### src/rtl/adder_tb_pkg.sv
// Shared types, mode encodings and LFSR helpers for the adder stimulus generator.
package adder_tb_pkg;

  typedef enum logic [1:0] {
    ST_IDLE,
    ST_FILL,
    ST_PRESENT,
    ST_DONE
  } gen_state_e;

  localparam logic [1:0]  MODE_RAND   = 2'd0;
  localparam logic [1:0]  MODE_CORNER = 2'd1;
  localparam logic [1:0]  MODE_WALK   = 2'd2;

  localparam logic [31:0] LFSR_TAPS   = 32'h8020_0003;
  localparam int          NUM_CORNER  = 4;

  // One step of the right-shifting Galois LFSR.
  function automatic logic [31:0] lfsr_next(input logic [31:0] s);
    logic [31:0] r;
    r = s >> 1;
    if (s[0]) r = r ^ LFSR_TAPS;
    return r;
  endfunction

endpackage

### src/rtl/adder_vector_gen_lfsr32.sv
// 32-bit Galois LFSR with seed load and step enable.
module lfsr32
  import adder_tb_pkg::*;
(
  input  logic        clk,
  input  logic        rst,
  input  logic        load,
  input  logic        step,
  input  logic [31:0] seed,
  output logic [31:0] q
);

  logic [31:0] seed_fix;
  logic [31:0] state_d;
  logic [31:0] state_q;

  // A zero seed would lock the register at zero, so it is promoted to one.
  always_comb begin
    seed_fix = (seed == 32'd0) ? 32'd1 : seed;
  end

  // Reload on load, advance on step, otherwise hold.
  always_comb begin
    state_d = state_q;
    if (load) begin
      state_d = seed_fix;
    end else if (step) begin
      state_d = lfsr_next(state_q);
    end
  end

  // Reset restarts the sequence from the seed.
  always_ff @(posedge clk) begin
    if (rst) state_q <= seed_fix;
    else     state_q <= state_d;
  end

  assign q = state_q;

endmodule

### src/rtl/adder_vector_gen.sv
// Operand vector generator for the adder family: random, corner and walking-one
// vectors presented over a valid/ready handshake.
module adder_vector_gen
  import adder_tb_pkg::*;
#(
  parameter int          N           = 128,
  parameter int          NUM_VECTORS = 30000,
  parameter logic [31:0] SEED        = 32'h0000_0001,
  localparam int         CW          = $clog2(NUM_VECTORS + 1)
) (
  input  logic          clk,
  input  logic          rst,
  input  logic          start,
  input  logic [1:0]    mode,
  input  logic          ready,
  output logic          valid,
  output logic [N-1:0]  a,
  output logic [N-1:0]  b,
  output logic          cin,
  output logic [CW-1:0] vec_idx,
  output logic          busy,
  output logic          done
);

  localparam int NW  = N / 32;
  localparam int WCW = $clog2(2 * NW + 1);
  localparam int PW  = $clog2(N);
  localparam int SW  = $clog2(NUM_CORNER);

  localparam logic [CW-1:0] LAST_IDX = CW'(NUM_VECTORS - 1);
  localparam logic [PW-1:0] LAST_POS = PW'(N - 1);
  localparam logic [N-1:0]  ONES     = {N{1'b1}};
  localparam logic [N-1:0]  ALT_A    = {(N/2){2'b01}};
  localparam logic [N-1:0]  ALT_B    = {(N/2){2'b10}};
  localparam logic [N-1:0]  ONE      = {{(N-1){1'b0}}, 1'b1};

  gen_state_e    state_d, state_q;
  logic [1:0]    mode_d, mode_q;
  logic [N-1:0]  a_d, a_q;
  logic [N-1:0]  b_d, b_q;
  logic          cin_d, cin_q;
  logic [CW-1:0] vec_idx_d, vec_idx_q;
  logic [PW-1:0] pos_d, pos_q;
  logic [WCW-1:0] word_d, word_q;
  logic          valid_d, valid_q;
  logic          busy_d, busy_q;
  logic          done_d, done_q;

  logic          lfsr_load;
  logic          lfsr_step_en;
  logic [31:0]   lfsr_q;
  logic [31:0]   lfsr_nxt;
  logic          is_rand;

  lfsr32 u_lfsr (
    .clk  (clk),
    .rst  (rst),
    .load (lfsr_load),
    .step (lfsr_step_en),
    .seed (SEED),
    .q    (lfsr_q)
  );

  // Post-step LFSR value used for the word being filled, and the random-mode decode.
  always_comb begin
    lfsr_nxt = lfsr_next(lfsr_q);
    is_rand  = (mode_q != MODE_CORNER) && (mode_q != MODE_WALK);
  end

  // Next-state logic: run control, operand filling and handshake bookkeeping.
  // pos tracks vec_idx mod N so corner and walking patterns need no divider.
  always_comb begin
    state_d      = state_q;
    mode_d       = mode_q;
    a_d          = a_q;
    b_d          = b_q;
    cin_d        = cin_q;
    vec_idx_d    = vec_idx_q;
    pos_d        = pos_q;
    word_d       = word_q;
    lfsr_load    = 1'b0;
    lfsr_step_en = 1'b0;

    case (state_q)
      ST_IDLE, ST_DONE: begin
        if (start) begin
          mode_d    = mode;
          vec_idx_d = '0;
          pos_d     = '0;
          word_d    = '0;
          lfsr_load = 1'b1;
          state_d   = ST_FILL;
        end
      end

      ST_FILL: begin
        if (is_rand) begin
          lfsr_step_en = 1'b1;
          word_d       = word_q + 1'b1;
          if (int'(word_q) < NW) begin
            a_d[32*int'(word_q) +: 32] = lfsr_nxt;
          end else if (int'(word_q) < 2 * NW) begin
            b_d[32*(int'(word_q) - NW) +: 32] = lfsr_nxt;
          end else begin
            cin_d   = lfsr_nxt[0];
            state_d = ST_PRESENT;
          end
        end else if (mode_q == MODE_CORNER) begin
          case (pos_q[SW-1:0])
            2'd0:    begin a_d = ONES;  b_d = '0;    cin_d = 1'b1; end
            2'd1:    begin a_d = ONES;  b_d = ONES;  cin_d = 1'b1; end
            2'd2:    begin a_d = '0;    b_d = '0;    cin_d = 1'b0; end
            default: begin a_d = ALT_A; b_d = ALT_B; cin_d = 1'b1; end
          endcase
          state_d = ST_PRESENT;
        end else begin
          a_d     = ONE << pos_q;
          b_d     = ONE << pos_q;
          cin_d   = 1'b0;
          state_d = ST_PRESENT;
        end
      end

      ST_PRESENT: begin
        if (ready) begin
          if (vec_idx_q == LAST_IDX) begin
            state_d = ST_DONE;
          end else begin
            vec_idx_d = vec_idx_q + 1'b1;
            pos_d     = (pos_q == LAST_POS) ? '0 : pos_q + 1'b1;
            word_d    = '0;
            state_d   = ST_FILL;
          end
        end
      end

      default: state_d = ST_IDLE;
    endcase

    valid_d = (state_d == ST_PRESENT);
    busy_d  = (state_d == ST_FILL) || (state_d == ST_PRESENT);
    done_d  = (state_d == ST_DONE);
  end

  // State and output registers; reset aborts any run and clears the outputs.
  always_ff @(posedge clk) begin
    if (rst) begin
      state_q   <= ST_IDLE;
      mode_q    <= MODE_RAND;
      a_q       <= '0;
      b_q       <= '0;
      cin_q     <= 1'b0;
      vec_idx_q <= '0;
      pos_q     <= '0;
      word_q    <= '0;
      valid_q   <= 1'b0;
      busy_q    <= 1'b0;
      done_q    <= 1'b0;
    end else begin
      state_q   <= state_d;
      mode_q    <= mode_d;
      a_q       <= a_d;
      b_q       <= b_d;
      cin_q     <= cin_d;
      vec_idx_q <= vec_idx_d;
      pos_q     <= pos_d;
      word_q    <= word_d;
      valid_q   <= valid_d;
      busy_q    <= busy_d;
      done_q    <= done_d;
    end
  end

  assign valid   = valid_q;
  assign a       = a_q;
  assign b       = b_q;
  assign cin     = cin_q;
  assign vec_idx = vec_idx_q;
  assign busy    = busy_q;
  assign done    = done_q;

endmodule

### config.mk
export PLATFORM = sky130hd
export DESIGN_NAME = adder_vector_gen
export DESIGN_NICKNAME = d
export VERILOG_FILES = /design/src/rtl/adder_tb_pkg.sv /design/src/rtl/adder_vector_gen_lfsr32.sv /design/src/rtl/adder_vector_gen.sv
export SDC_FILE = /design/constraint.sdc
export NUM_CORES = 1
export LEC_CHECK = 0
export CORE_ASPECT_RATIO = 1.5
export CORE_MARGIN = 4
export CORE_UTILIZATION = 50
export CTS_BUF_LIST = sky130_fd_sc_hd__clkbuf_16
export DETAILED_ROUTE_END_ITERATION = 10
export PLACE_DENSITY = 0.8
export SETUP_SLACK_MARGIN = 0.1
export SYNTH_ARGS = -nofsm -noshare
export SYNTH_HDL_FRONTEND = slang
export SYNTH_SLANG_ARGS = --single-unit
### constraint.sdc
create_clock -name clk -period 6.64 [get_ports clk]
set_clock_uncertainty 0.15 [all_clocks]
set_input_delay 0.664 -clock clk [delete_from_list [all_inputs] [get_ports clk]]
set_output_delay 0.664 -clock clk [all_outputs]
set_load 0.03 [all_outputs]
-- Yosys cells after proc, flatten, opt, wreduce, memory -nomap -nowiden
Cells that the tools add are included.
- add/subtract/negate cells: 6
- bitwise gates (word level): 1
- order comparisons: 2
- equal/unequal tests: 21
- reduce and logical (&&, ||, !) cells: 15
- multiplexer cells: 42
- shifts and indexed selects: 5
- operators by type and width (cell ; number):
    128-bit two-way mux ; 7
    128-bit case mux with 2 select lines ; 2
    128-bit bitwise mux ; 2
    32-bit by 33-bit variable shift with 128-bit output, first input constant ; 2
    32-bit by 33-bit variable part select with 128-bit output ; 2
    1-bit by 7-bit << shifter with 128-bit output, first input constant ; 1
    15-bit two-way mux ; 3
    10-bit negator with 33-bit output ; 1
    9-bit negator with 33-bit output ; 1
    32-bit two-way mux ; 1
    15-bit case mux with 2 select lines ; 1
    7-bit two-way mux ; 4
    4-bit two-way mux ; 4
    15-bit by 1-bit adder with 15-bit output, second input constant ; 1
    15-bit equality test, second input constant ; 1
    2-bit inequality test, second input constant ; 7
    7-bit case mux with 2 select lines ; 1
    2-bit two-way mux ; 6
    4-bit case mux with 3 select lines ; 1
    2-bit equality test, second input constant ; 5
    1-bit two-way mux ; 9
    2-bit by 1-bit equality test with 1-bit output, second input constant ; 4
    4-bit AND reduction ; 2
    2-bit OR reduction ; 4
    15 further kinds ; 20
- output and inout bits: 275
- register bits after elaboration: 322
- word-level logic and storage cells: 104
- input port bits: 6

-- Longest topological paths before layout
- word-level depth: 7
- mapped depth: 13
- depth with buffers taken out: 10

-- Hierarchy
A second synthesis with hierarchy kept.
- cells, all modules: 2053
- area, all modules: 17494.3 um2
- by module, submodules not included (module ; area each (um2) ; instances ; seq. area each (um2) ; cells each):
    adder_vector_gen ; 16029.1 ; 1 ; 5805.6 ; 1967
    lfsr32 ; 1465.2 ; 1 ; 960.9 ; 86

-- Worst setup path before layout
No wires, ideal clock.
- kind: register -> register
- start point: register word_q[2]
- end point: register b_q[21], in the netlist b[21]
- path buffers: 2
- stages on the path, launching flop included: 13
- required time: 6.395 ns
- setup time: 0.095 ns
- period minus slack after synthesis: 3.095 ns
- data arrival time: 2.850 ns
- setup slack: 3.545 ns
- cells stage by stage: dfxtp_1 buf_2 inv_1 ha_1 inv_1 nand4_1 ha_1 or4bb_1 nor2_1 o2111a_1 buf_2 a21oi_1 a221oi_1
- longest elaborated chain between the ends: 7
- elaborated cells on any way between the ends: 13
- classes of those cells: add/sub (2); order compare (2); eq/ne (2); shift (2); mux (4); reduce/logical (1)
- RTL lines (item ; RTL line ; RTL):
    start, declared ; adder_vector_gen.sv:44 ; logic [WCW-1:0] word_d, word_q;
    start signal, assigned ; adder_vector_gen.sv:167 ; word_q <= word_d;
    4-bit by 3-bit subtractor with 5-bit output ; adder_vector_gen.sv:103 ; b_d[32*(int'(word_q) - NW) +: 32] = lfsr_nxt;
    10-bit negator with 33-bit output ; adder_vector_gen.sv:103 ;
    32-bit by 33-bit variable part select with 128-bit output or 32-bit by 33-bit variable shift with 128-bit output (tied branches) ; adder_vector_gen.sv:103 ;
    128-bit bitwise mux ; adder_vector_gen.sv:103 ;
    128-bit two-way mux ; adder_vector_gen.sv:102 ; end else if (int'(word_q) < 2 * NW) begin
    128-bit two-way mux ; adder_vector_gen.sv:100 ; if (int'(word_q) < NW) begin
    128-bit two-way mux ; adder_vector_gen.sv:97 ; if (is_rand) begin
    end signal, assigned ; adder_vector_gen.sv:151 ; b_q <= '0;
    end signal, assigned ; adder_vector_gen.sv:163 ; b_q <= b_d;
    end, declared ; adder_vector_gen.sv:40 ; logic [N-1:0] b_d, b_q;
Parallel ways exist; a longest one is shown, timed or not. The select of a mux whose other input is x is not followed.
A chain may end at the register's enable or synchronous reset.

-- Final worst setup path
- start point: register word_q[2]
- end point: register b_q[12], in the netlist b[12]
Same word-level chain as after synthesis.

==> impl_metrics.tcl <==
set metrics [dict create \
    cts_tree "done" \
    cp.arrival_ns 4.53 \
    cpPeakStageDelay_ns 0.84 \
    timing.fmax_mhz 233 \
    setup_viol 0 \
    viasPerCell 6.47 \
    cts_root_buf "clkbuf_16" \
    fin_setup_tns_ns 0 \
    cp_max_fo 33 \
    synthXorXnorAreaFrac 0.0108 \
    htreeDepth 1 \
    syn-cell-area_um2 16200 \
    clkLatencyLatePin_ns 0.58 \
    crit_type "reg2reg" \
    overflow 0 \
    crit_chain "inv_1, ha_1, inv_1, nand4_1, ha_1, or4bb_1, nor2_1, o2111ai_2, buf_4, nand2_1, a221oi_1" \
    fillers 2822 \
    finalMaxSlewViolations 0 \
    maxCapViolations 0 \
    drive_gt1_frac 0.0571 \
    period_share 0.645 \
    synth-compound-area-share 0.273 \
    hp-class "reg2reg" \
    hold_viol 0 \
    antenna_found_initial 1 \
    cts_buffers 30 \
    synth_edf_count 0 \
    antenna_left 0 \
    clock_path_buffers 3 \
    routed_wl_mm 62.6 \
    grt_util_all_layers 0.335 \
    irDropWorstVdd_mv 0.293 \
    vias 17100 \
    yosys_warnings 0 \
    crit_path_end_kind "register" \
    rows 80 \
    start_util 0.508 \
    status "finished clean" \
    synthCells 2103 \
    synth_top_family_by_area "compound AO/OA/AOI/OAI gates" \
    gp_congestion 0.961 \
    cts_setup_buffers 0 \
    io_buffers 280 \
    synth_fa_ha_area_frac 0.0183 \
    syn_nets 2132 \
    dp_hpwl_mm 41.7 \
    drt_first_pass_iters 7 \
    grt_pass1_vias 15800 \
    die_area_um2 35300 \
    clock-sinks 322 \
    worst_setup_path_start_kind "register" \
    synth.area.mux_share 0 \
    rsz0062_at_grt "no" \
    p_leak_uw 0.00614 \
    critPathRequiredTime_ns 6.89 \
    synthSimpleGateAreaFrac 0.234 \
    synthArstFlopShare 0 \
    grt_max_degree 112 \
    synth_seq_cells 322 \
    area_growth_pct 22.6 \
    grt_pass1_wl_mm 94.3 \
    hold_buffers 0 \
    yosysSeqAreaShare 0.399 \
    crit_path_top_delay_cell "nand2_1" \
    ys.flop_type "dfxtp_1" \
    coreArea_um2 31800 \
    final_nets 2234 \
    dr.first_iter.drc_count 2557 \
    die-height_um 228 \
    relSlewSlack 0.196 \
    worst_slew_pin_slew_ns 1.20 \
    die_w_um 155 \
    wire_per_inst_um 23.8 \
    ios 281 \
    fin_hold_ws_ns 0.320 \
    cts.reportedPaths.clkPinSlew_ns 0.07 \
    num_antenna_cells 0 \
    drc 0 \
    powerDensity_nw_per_um2 378 \
    period_needed_ns 4.28 \
    synth.distinct_cells 61 \
    cts-resized-gates 0 \
    avgSynthCellArea_um2 7.69 \
]
==> state kept, by name, summed over array words and instances, names as in the netlist <==
register	cells
u_lfsr.q	32
mode_q	2
busy	1
valid	1
state_q	2
pos_q	7
word_q	4
b	128
vec_idx	15
done	1
a	128
cin	1
==> through the flow <==
stage	total power [uW]	util	instances	setup slack [ns]	instance area, um^2
floorplan	4590	-	2103	3.54	16200
global placement	5680	0.593	2583	2.51	18900
detailed placement	5730	0.593	2583	2.47	18900
CTS	7450	0.623	2635	2.44	19800
global route	7800	0.623	2635	2.07	19800
finish	7490	0.623	2635	2.36	19800
==> report_power, final <==
group	internal, uW	total [uW]	switching, uW
combinational	1080	3170	2090
sequential	2280	2570	291
clock	961	1750	790
==> critical path, delay by kind of cell (launching register included) <==
family	cells	cell delay, ns
simple gates	4	1.62
buf+inv	3	0.63
flops	1	0.68
fa+ha+maj	2	0.62
compound gates	2	0.36
==> area by class of cell <==
type	instances	area, um^2	share of cell area
clock inverters	21	186	0.00940
flip-flops and latches	322	6450	0.325
well taps	410	513	0.0259
repair buffers	314	3060	0.154
clock buffers	31	776	0.0391
inverters	18	67.6	0.00341
multi-input cells	1519	8780	0.443
==> layout by cell type (no fill, tap or decap), types with 7 or more instances in the layout <==
master             n
clkdlybuf4s50_1  279
nor2b_1          106
nor2_1           194
a21oi_1          426
inv_1             22
and3b_1            7
xor2_1            16
a211oi_2           9
buf_4             34
nand4_1           14
a221oi_1          34
and4_1             7
nand2_1          212
and2_1             8
nand3_1           15
clkbuf_16         31
ha_1              21
nor3_1           135
dfxtp_1          322
a211oi_1         215
==> cells in the mapped netlist (all sizes together) (3+ instances only) <==
master | count | area [um^2]
a21oi | 426 | 2130
dfxtp | 322 | 6450
a211oi | 224 | 1730
nand2 | 215 | 807
nor2 | 195 | 732
clkbuf | 182 | 684
nor3 | 138 | 702
nor2b | 107 | 669
buf | 62 | 317
a221oi | 34 | 298
ha | 22 | 275
inv | 18 | 67.6
xor2 | 17 | 156
nand3 | 15 | 75.1
nand4 | 14 | 87.6
o21ai | 10 | 65.1
nor4bb | 9 | 90.1
and2 | 8 | 50.1
and3b | 7 | 61.3
and4 | 7 | 61.3
and4b | 6 | 60.1
nor4b | 6 | 65.1
or3 | 6 | 37.5
or4 | 6 | 52.6
and4bb | 4 | 50.1
nand2b | 4 | 25.0
nor3b | 4 | 45.1
a31oi | 3 | 31.3
and3 | 3 | 18.8
nor4 | 3 | 37.5
o2111ai | 3 | 26.3
o31ai | 3 | 22.5
==> layer usage <==
metal | up-vias | routed length (um) | GRT usage
met3 | 263 | 7010 | 0.0717
met2 | 1157 | 28900 | 0.537
met5 | - | 11 | 0
met1 | 7913 | 21900 | 0.406
li1 | 7721 | - | -
met4 | 2 | 4800 | 0.213
==> path summary, 6_finish.rpt <==
path / startpoint / to / slack [ns] / depth (start not counted)
worst min-delay path: u_lfsr.q[22]$_SDFFE_PP0P_ / u_lfsr.q[22]$_SDFFE_PP0P_ / 0.32 / 2
worst max register to register: word_q[2]$_SDFFE_PP0P_ / b[12]$_SDFFE_PP0P_ / 2.36 / 11
worst min register to register: u_lfsr.q[22]$_SDFFE_PP0P_ / u_lfsr.q[22]$_SDFFE_PP0P_ / 0.32 / 2
worst max-delay path: word_q[2]$_SDFFE_PP0P_ / b[12]$_SDFFE_PP0P_ / 2.36 / 11
==> kinds of logic (layout without fill, tap and decap cells) <==
| group | Yosys count | after routing |
|---|---|---|
| AOI/OAI and AO/OA | 715 | 715 |
| xor gates and xnor gates | 19 | 19 |
| adders and majority gates | 23 | 23 |
| buffers and inverters | 262 | 384 |
| DFF | 322 | 322 |
| and+or+nand+nor | 762 | 762 |
Note: power is estimated with default switching activity, not from simulation.
